==> src/rtl/adder_pkg.sv <==
// Shared definitions for the adder_accum slice: operation encoding.
package adder_pkg;

  typedef logic [1:0] op_t;

  localparam op_t OP_ADD = 2'b00;
  localparam op_t OP_SUB = 2'b01;
  localparam op_t OP_ACC = 2'b10;
  localparam op_t OP_CLR = 2'b11;

endpackage

==> src/rtl/adder_fifo.sv <==
// Synchronous result FIFO; head data is read straight from the storage registers.
module adder_fifo #(
  parameter int unsigned DW    = 5,
  parameter int unsigned DEPTH = 2
) (
  input  logic          clk,
  input  logic          reset,
  input  logic          push_i,
  input  logic          pop_i,
  input  logic [DW-1:0] wdata_i,
  output logic [DW-1:0] rdata_o,
  output logic          full_o,
  output logic          empty_o
);

  localparam int unsigned PW = $clog2(DEPTH);
  localparam int unsigned CW = PW + 1;

  logic [DW-1:0] mem_q [DEPTH];
  logic [PW-1:0] wr_ptr_q, wr_ptr_d;
  logic [PW-1:0] rd_ptr_q, rd_ptr_d;
  logic [CW-1:0] count_q, count_d;
  logic          do_push, do_pop;

  assign full_o  = (count_q == CW'(DEPTH));
  assign empty_o = (count_q == '0);
  assign rdata_o = mem_q[rd_ptr_q];

  assign do_push = push_i && !full_o;
  assign do_pop  = pop_i && !empty_o;

  // Pointers wrap naturally since DEPTH is a power of two.
  always_comb begin
    wr_ptr_d = wr_ptr_q;
    rd_ptr_d = rd_ptr_q;
    count_d  = count_q;
    if (do_push) wr_ptr_d = wr_ptr_q + PW'(1);
    if (do_pop)  rd_ptr_d = rd_ptr_q + PW'(1);
    case ({do_push, do_pop})
      2'b10:   count_d = count_q + CW'(1);
      2'b01:   count_d = count_q - CW'(1);
      default: count_d = count_q;
    endcase
  end

  always_ff @(posedge clk) begin
    if (reset) begin
      wr_ptr_q <= '0;
      rd_ptr_q <= '0;
      count_q  <= '0;
      for (int i = 0; i < int'(DEPTH); i++) mem_q[i] <= '0;
    end else begin
      wr_ptr_q <= wr_ptr_d;
      rd_ptr_q <= rd_ptr_d;
      count_q  <= count_d;
      if (do_push) mem_q[wr_ptr_q] <= wdata_i;
    end
  end

endmodule

==> src/rtl/adder_accum.sv <==
// Registered add/sub/accumulate unit with valid/ready handshakes, sticky overflow
// and an output FIFO holding results until the consumer takes them.
module adder_accum
  import adder_pkg::*;
#(
  parameter int unsigned WIDTH = 4,
  parameter int unsigned DEPTH = 2,
  parameter int unsigned SAT   = 0
) (
  input  logic             clk,
  input  logic             reset,
  input  logic             ena,
  input  logic             in_valid,
  output logic             in_ready,
  input  op_t              op,
  input  logic [WIDTH-1:0] a,
  input  logic [WIDTH-1:0] b,
  output logic             out_valid,
  input  logic             out_ready,
  output logic [WIDTH:0]   z,
  output logic [WIDTH-1:0] acc,
  output logic             ovf
);

  logic [WIDTH-1:0] acc_q, acc_d;
  logic             ovf_q, ovf_d;
  logic [WIDTH:0]   res;
  logic [WIDTH:0]   sum;
  logic             fifo_full, fifo_empty;
  logic             push, pop;

  // Ready depends only on registered occupancy, never on out_ready.
  assign in_ready  = ena && !fifo_full;
  assign out_valid = ena && !fifo_empty;
  assign push      = in_valid && in_ready;
  assign pop       = out_valid && out_ready;

  assign acc = acc_q;
  assign ovf = ovf_q;
  assign sum = {1'b0, acc_q} + {1'b0, a};

  always_comb begin
    res   = '0;
    acc_d = acc_q;
    ovf_d = ovf_q;
    case (op)
      OP_ADD: res = {1'b0, a} + {1'b0, b};
      OP_SUB: res = {1'b0, a} - {1'b0, b};
      OP_ACC: begin
        if ((SAT != 0) && sum[WIDTH]) res = {1'b1, {WIDTH{1'b1}}};
        else                          res = sum;
      end
      default: res = '0;
    endcase
    if (push) begin
      if (op == OP_ACC) acc_d = res[WIDTH-1:0];
      if (op == OP_CLR) begin
        acc_d = '0;
        ovf_d = 1'b0;
      end else begin
        ovf_d = ovf_q | res[WIDTH];
      end
    end
  end

  always_ff @(posedge clk) begin
    if (reset) begin
      acc_q <= '0;
      ovf_q <= 1'b0;
    end else begin
      acc_q <= acc_d;
      ovf_q <= ovf_d;
    end
  end

  adder_fifo #(
    .DW   (WIDTH + 1),
    .DEPTH(DEPTH)
  ) u_fifo (
    .clk    (clk),
    .reset  (reset),
    .push_i (push),
    .pop_i  (pop),
    .wdata_i(res),
    .rdata_o(z),
    .full_o (fifo_full),
    .empty_o(fifo_empty)
  );

endmodule

==> config.mk <==
export PLATFORM = sky130hd
export DESIGN_NAME = adder_accum
export DESIGN_NICKNAME = d
export VERILOG_FILES = /design/src/rtl/adder_pkg.sv /design/src/rtl/adder_fifo.sv /design/src/rtl/adder_accum.sv
export SDC_FILE = /design/constraint.sdc
export NUM_CORES = 1
export LEC_CHECK = 0
export CAP_MARGIN = 20
export CELL_PAD_IN_SITES_DETAIL_PLACEMENT = 1
export CELL_PAD_IN_SITES_GLOBAL_PLACEMENT = 1
export CORE_ASPECT_RATIO = 0.8
export CORE_MARGIN = 3
export CORE_UTILIZATION = 34
export DETAILED_ROUTE_END_ITERATION = 12
export PLACE_DENSITY = 0.84
export SLEW_MARGIN = 20
export SYNTH_ARGS = -nofsm -noshare
export SYNTH_HDL_FRONTEND = slang
export SYNTH_SLANG_ARGS = --single-unit
==> constraint.sdc <==
create_clock -name clk -period 2.4 [get_ports clk]
set_input_delay 0.48 -clock clk [delete_from_list [all_inputs] [get_ports clk]]
set_output_delay 0.48 -clock clk [all_outputs]
set_load 0.005 [all_outputs]
## After elaboration in Yosys (flattened, before gate mapping)

Memories as Yosys holds them, arrays and structs flattened. A register that Yosys moved wholly into a read port is not among the register bits.
Index checks and enable logic that the tools add are counted.

| operators by class | value |
|---|---|
| bitwise gates (word level) | 1 |
| reductions and logical operators | 14 |
| $add $sub $neg | 7 |
| mux-type cells | 15 |
| equal/unequal tests | 6 |

Operators with widths:

| kind | number |
|---|---|
| $pmux W5 S3 | 1 |
| $add A4 B4 Y5 | 2 |
| $mux W1 | 10 |
| $eq A2 B2 Y1 const B | 4 |
| $mux W4 | 2 |
| $logic_and A1 B1 Y1 | 6 |
| $mux W5 | 1 |
| $reduce_or A5 Y1 | 1 |
| $sub A4 B4 Y5 | 1 |
| $eq A2 B1 Y1 const B | 2 |
| $logic_not A2 Y1 | 2 |
| $pmux W2 S2 | 1 |
| $reduce_bool A2 Y1 | 2 |
| $add A1 B1 Y1 const B | 2 |
| $add A2 B1 Y2 const B | 1 |
| $logic_not A1 Y1 | 2 |
| $reduce_and A2 Y1 | 1 |
| $sub A2 B1 Y2 const B | 1 |
| $or A1 B1 Y1 | 1 |

| word-level totals | value |
|---|---|
| memories | 1 |
| logic and storage cells | 49 |
| output and inout bits | 12 |
| RAM bits | 10 |
| input bits | 15 |
| flip-flop bits (word level) | 9 |

Memory list:

| memory | depth | width | read ports | clocked after Yosys merged registers in | wr ports | RTL line | text |
|---|---|---|---|---|---|---|---|
| u_fifo.mem_q | 2 | 5 | 1 | 1 | 2 | adder_fifo.sv:19 | `logic [DW-1:0] mem_q [DEPTH];` |

## Longest topological paths before layout

Gate-level depths: netlist (run 1).

| logic depth | value |
|---|---|
| depth after elaboration | 10 |
| depth in mapped cells | 12 |
| gate-level depth less buffers | 11 |

## By module

Synthesis (run 1) repeated with hierarchy kept, for this count alone.

| second synthesis, totals | value |
|---|---|
| cell total of the unflattened synthesis | 141 |
| area total of the unflattened synthesis | 1298.7 um^2 |

By module, submodules not included:

| module | sequential area each (um^2) | times used | cells each | area each (um^2) |
|---|---|---|---|---|
| adder_fifo | 400.4 | 1 | 60 | 674.4 |
| adder_accum | 100.1 | 1 | 81 | 624.3 |

## Worst setup path after synthesis (run 1)

OpenSTA, ideal clock, no wires.

| timing path | value |
|---|---|
| path type | input to register |
| start point | input op[0] |
| end point | memory u_fifo.mem_q[0][4] (data pin) |
| stages on the path | 12 |
| library setup time | 0.260 ns |
| data required time | 2.140 ns |
| arrival | 2.242 ns |
| slack | -0.101 ns |
| path buffers | 1 |
| cells stage by stage | inv_1 > ha_1 > clkbuf_1 > o21ai_0 > o21ai_0 > ha_1 > inv_1 > fa_1 > nand2b_1 > a21oi_1 > xnor2_1 > nor2_1 |

RTL lines:

| what | RTL line | text |
|---|---|---|
| start: declaration | adder_accum.sv:15 | `input op_t op,` |
| end: declaration | adder_fifo.sv:19 |  |

## Worst setup path in the final report (run 1)

| timing path | value |
|---|---|
| start point | input op[0] |
| end point | register acc_q[3] (netlist: acc[3]) |

| on the way | value |
|---|---|
| longest elaborated chain between the ends | 4 |
| elaborated cells between the ends (all ways) | 9 |
| classes of those cells | 3 x eq/ne; 3 x mux; 3 x reduce/logical |

Ends and longest elaborated chain:

| what | RTL line | text |
|---|---|---|
| $eq A2 B2 Y1 (tied with other cells) | adder_accum.sv:46, adder_accum.sv:56 |  |
| $pmux W5 S3 | adder_accum.sv:46 | `case (op)` |
| $mux W4 | adder_accum.sv:56 | `if (op == OP_ACC) acc_d = res[WIDTH-1:0];` |
| $mux W4 | adder_accum.sv:57 | `if (op == OP_CLR) begin` |
| end signal: assignment | adder_accum.sv:68 | `acc_q <= '0;` |
| end signal: assignment | adder_accum.sv:71 | `acc_q <= acc_d;` |
| end: declaration | adder_accum.sv:25 | `logic [WIDTH-1:0] acc_q, acc_d;` |

Parallel ways exist; a longest one is shown, timed or not. The select of a mux whose other input is x is not followed.
A chain may end at the register's enable or synchronous reset.

==> results_tabular.tex, run 1 <==
\begin{tabular}{lr}
\hline
Metric & Value \\
\hline
\multicolumn{2}{l}{\textbf{Placed design}} \\
Port Buf Inserts & 26 \\
HPWL reported at the end of detailed placement & around 2.5 mm \\
Number of placed instances with taps included & 202 \\
Placed cell area & $\sim$1600 um2 \\
Routability congestion estimate & around 0.82 \\
\multicolumn{2}{l}{\textbf{STA}} \\
Sum of negative setup slack & 0 ps \\
Max-slew violation count & 0 \\
Final Hold Vio Count & 0 \\
Clock tree skew after final layout & about 4.8 ps \\
Shortest clock period the worst path allows after layout & 2360 ps \\
Final setup violation count & 0 \\
Slew headroom & between 60\% and 70\% \\
Worst-margin pin slew & just under 500 ps \\
Maximum operating frequency & approximately 0.42 GHz \\
Fraction of the cycle the final worst path needs & a little over nine tenths \\
\multicolumn{2}{l}{\textbf{Detailed routing}} \\
Count of TritonRoute iterations in the first routing pass & 4 \\
Number of vias after detailed routing & approximately 1100 \\
Residual antenna-violating net count after detailed routing & 0 \\
Per-cell routed wire length & 17.8 um \\
Routed WL & 3.72 mm \\
Number of violations reported at the end of detailed-routing iteration 0 & 61 \\
Post-detailed-route via-to-cell ratio & approximately 5.3 \\
Post-route DRC violation count & 0 \\
\multicolumn{2}{l}{\textbf{Clock tree}} \\
Clock sinks & 20 \\
Number of buffers inserted during clock tree synthesis & 3 \\
Clk pin slew, worst setup/hold paths & around 80 ps \\
Root Buffer & sky130\_fd\_sc\_hd\_\_clkbuf\_8 \\
Maximum count of clock buffers along a single path & 2 \\
Skew-Pair Late Insertion Delay & 270 ps \\
Clock tree from TritonCTS & done \\
Hold buffer count at CTS & 0 \\
H-tree Lvls & 1 \\
\multicolumn{2}{l}{\textbf{Run}} \\
Maxcap violations & 0 \\
\multicolumn{2}{l}{\textbf{Status}} \\
Run status & complete, no violations \\
\multicolumn{2}{l}{\textbf{Setup path}} \\
Most repeated library cell on the critical path & sky130\_fd\_sc\_hd\_\_buf\_4 \\
Worst endpoint required time & 2580 ps \\
Largest fanout of any net on the critical path & 5 \\
WP data arrival & between 2000 and 3000 ps \\
Type of origin of the critical path & primary input \\
Critical-path top delay cell & sky130\_fd\_sc\_hd\_\_ha\_4 \\
Crit path max-delay family & buffers and inverters \\
Category of the worst setup path capture point & flip-flop \\
Count of buffering cells on the critical path with inverters included & 5 \\
Start-to-end type of the worst setup path & in2reg \\
Cell-by-cell trace of the critical path & buf\_2 > inv\_2 > ha\_4 > buf\_4 > buf\_4 > a21oi\_1 > o22ai\_2 > ha\_4 > buf\_4 > nor3b\_1 > nand3\_1 > o311ai\_2 \\
Delay contributed by the slowest stage of the critical path & 300 ps \\
\multicolumn{2}{l}{\textbf{Layout}} \\
End-of-flow core utilization & between 50 and 60\% \\
Most common cell after layout, fill and taps aside & sky130\_fd\_sc\_hd\_\_clkdlybuf4s50\_1 \\
Number of antenna cells inserted & 0 \\
Synth-to-Final Area Change & 49.5\% \\
Post-route cell area & 1800 um2 \\
Net count of the finished layout & slightly below 200 \\
Number of fill cells & 370 \\
Fraction of final layout cells with drive strength greater than 1 & $\sim$30\% \\
Most frequent cells in the layout & sky130\_fd\_sc\_hd\_\_clkdlybuf4s50\_1 (21), sky130\_fd\_sc\_hd\_\_buf\_4 (17), sky130\_fd\_sc\_hd\_\_nor2\_1 (15) \\
Final non-filler cell total & about 210 \\
Reg area & 500 um2 \\
Area taken by multi-input logic gates & 751 um2 \\
\multicolumn{2}{l}{\textbf{Yosys}} \\
Distinct cells, synth & 36 \\
Async S/R FF share, synth & 0\% \\
Ys Warns & 0 \\
Total of flip-flops plus latches after synthesis & 20 \\
Synthesized-area fraction occupied by ao, oa, aoi and oai cells & 13.9\% \\
Adder-cell share of the synthesized area & $\sim$11\% \\
Post-Syn Area & around 1200 um2 \\
Mean instance size in the synthesized netlist & approximately 9.6 um2 \\
Synthesized Nets & 150 \\
Synthesized-area fraction occupied by xor and xnor cells & about 5\% \\
Main synth FF type & sky130\_fd\_sc\_hd\_\_edfxtp\_1 \\
Mux contribution to synthesized area & 4.68\% \\
Combinational family with the most area after synthesis & simple AND/OR/NAND/NOR gates \\
Number of flops mapped to enable cells by yosys & 10 \\
Area fraction in and, or, nand and nor cells after synthesis & between 10\% and 20\% \\
Post-Synthesis Cells & approximately 130 \\
Sequential element share of the synthesized area & around two fifths \\
\multicolumn{2}{l}{\textbf{Die}} \\
Die X-Extent & just over 70 um \\
Cell row count & 18 \\
Overall die height & slightly below 60 um \\
Starting utilization of the core area & approximately 37\% \\
Placeable core region & 3240 um2 \\
Number of top-level pins & 27 \\
Die area & 4290 um2 \\
\multicolumn{2}{l}{\textbf{GRT}} \\
Overall track demand over capacity in global routing & around 18\% \\
Pin count of the biggest net entering global routing & 13 \\
Congestion Overflow GR & 0 \\
Wire length of the first global-routing pass & around 5.8 mm \\
Via count of the first global-routing pass & 1162 \\
Antenna violations before repair & 0 \\
\multicolumn{2}{l}{\textbf{Power}} \\
Pwr per Cell Area & just under 600 nW/um2 \\
Largest voltage drop on the vdd net & about 0.31 mV \\
Leak pwr & just over 0.7 nW \\
\multicolumn{2}{l}{\textbf{Hold path}} \\
Hold WC Path Type & reg2reg \\
\hline
\end{tabular}
-- layer usage --
| metal | up-vias | wire length [um] | global-route usage, % | share of wire, % |
|---|---|---|---|---|
| met5 | - | 0 | 0 | 0 |
| met4 | 0 | 40 | 1.58 | 1.1 |
| met3 | 4 | 156 | 4.07 | 4.2 |
| met2 | 30 | 2020 | 34.6 | 54 |
| met1 | 549 | 1500 | 20.3 | 40 |
| li1 | 526 | - | - | - |
-- stage by stage --
step / hold slack, ps / setup slack, ps / power (W)
floorplan: 449 / 10.8 / 0.000534
global placement: 467 / -528 / 0.000643
detailed placement: 471 / -721 / 0.000656
CTS: 484 / 6.07 / 0.00102
global route: 502 / -88.3 / 0.00109
finish: 465 / 41.9 / 0.00105
-- registers in the layout (all words and copies together) (netlist names), named ones only --
register,cells
u_fifo.mem_q,10
u_fifo.wr_ptr_q,1
u_fifo.rd_ptr_q,1
acc,4
ovf,1
u_fifo.count_q,2
-- tightest hold or removal path: cells and delay by family, from the launching register on --
kind	cells	cell delay [ps]
simple gates	1	60
flops	1	320
compound gates	1	50
-- power by group --
part / total, W / switching, W / internal (W) / leakage (nW)
logic: 0.000303 / 0.000141 / 0.000162 / 0.490
clock network: 0.000345 / 0.000122 / 0.000223 / 0.0357
registers: 0.000399 / 0.0000164 / 0.000383 / 0.186
total: 0.00105 / 0.000279 / 0.000768 / 0.711
-- Yosys cell counts (3+ instances only) --
cell type                  instances  share of area (%)
sky130_fd_sc_hd__a21oi_1           8                3.3
sky130_fd_sc_hd__dfxtp_1          10                 17
sky130_fd_sc_hd__edfxtp_1         10                 25
sky130_fd_sc_hd__ha_1              9                9.4
sky130_fd_sc_hd__inv_1            11                3.4
sky130_fd_sc_hd__mux2_2            5                4.7
sky130_fd_sc_hd__nand2_1           8                2.5
sky130_fd_sc_hd__nor2_1           16                5.0
sky130_fd_sc_hd__o21ai_0           5                2.1
sky130_fd_sc_hd__or3_1             4                2.1
sky130_fd_sc_hd__xnor2_1           4                2.9
sky130_fd_sc_hd__xor2_1            3                2.2
-- path summary, 6_finish.rpt --
check        startpoint            endpoint  slack [ps]  cells past startpoint
min                 ovf                 ovf         460                      2
max reg2reg      acc[0]  u_fifo.mem_q[0][4]         360                      9
min reg2reg         ovf                 ovf         460                      2
max               op[0]              acc[3]          40                     12
-- cell type report --
cell class / count / share of cell area (%)
inverters: 12 / 2.64
clock buffers: 3 / 2.30
multi-input cells: 90 / 41.8
repair buffers: 43 / 21.0
flip-flops and latches: 20 / 27.8
clock inverters: 1 / 1.67
well taps: 40 / 2.78
-- what timing repair did --
action                                  CTS  global route
pin swaps                                11            13
hold endpoints to repair                  0             0
endpoints found under the setup margin   13            10
resized for setup                        22            13
gates cloned                              0             0
buffers inserted                          2             1
-- cell families after synthesis --
kind of cell	after synthesis
buf+inv	15
xor+xnor	7
mux	5
simple gates	42
fa+ha+maj	10
compound gates	26
flops	20
Power figures use the tool's default switching activity.
==> run 2: changes to the inputs <==
CAP_MARGIN = not set   (was 20)
==> results of run 2 <==
The final DEF is identical to that of run 1; final timing and power are the same.
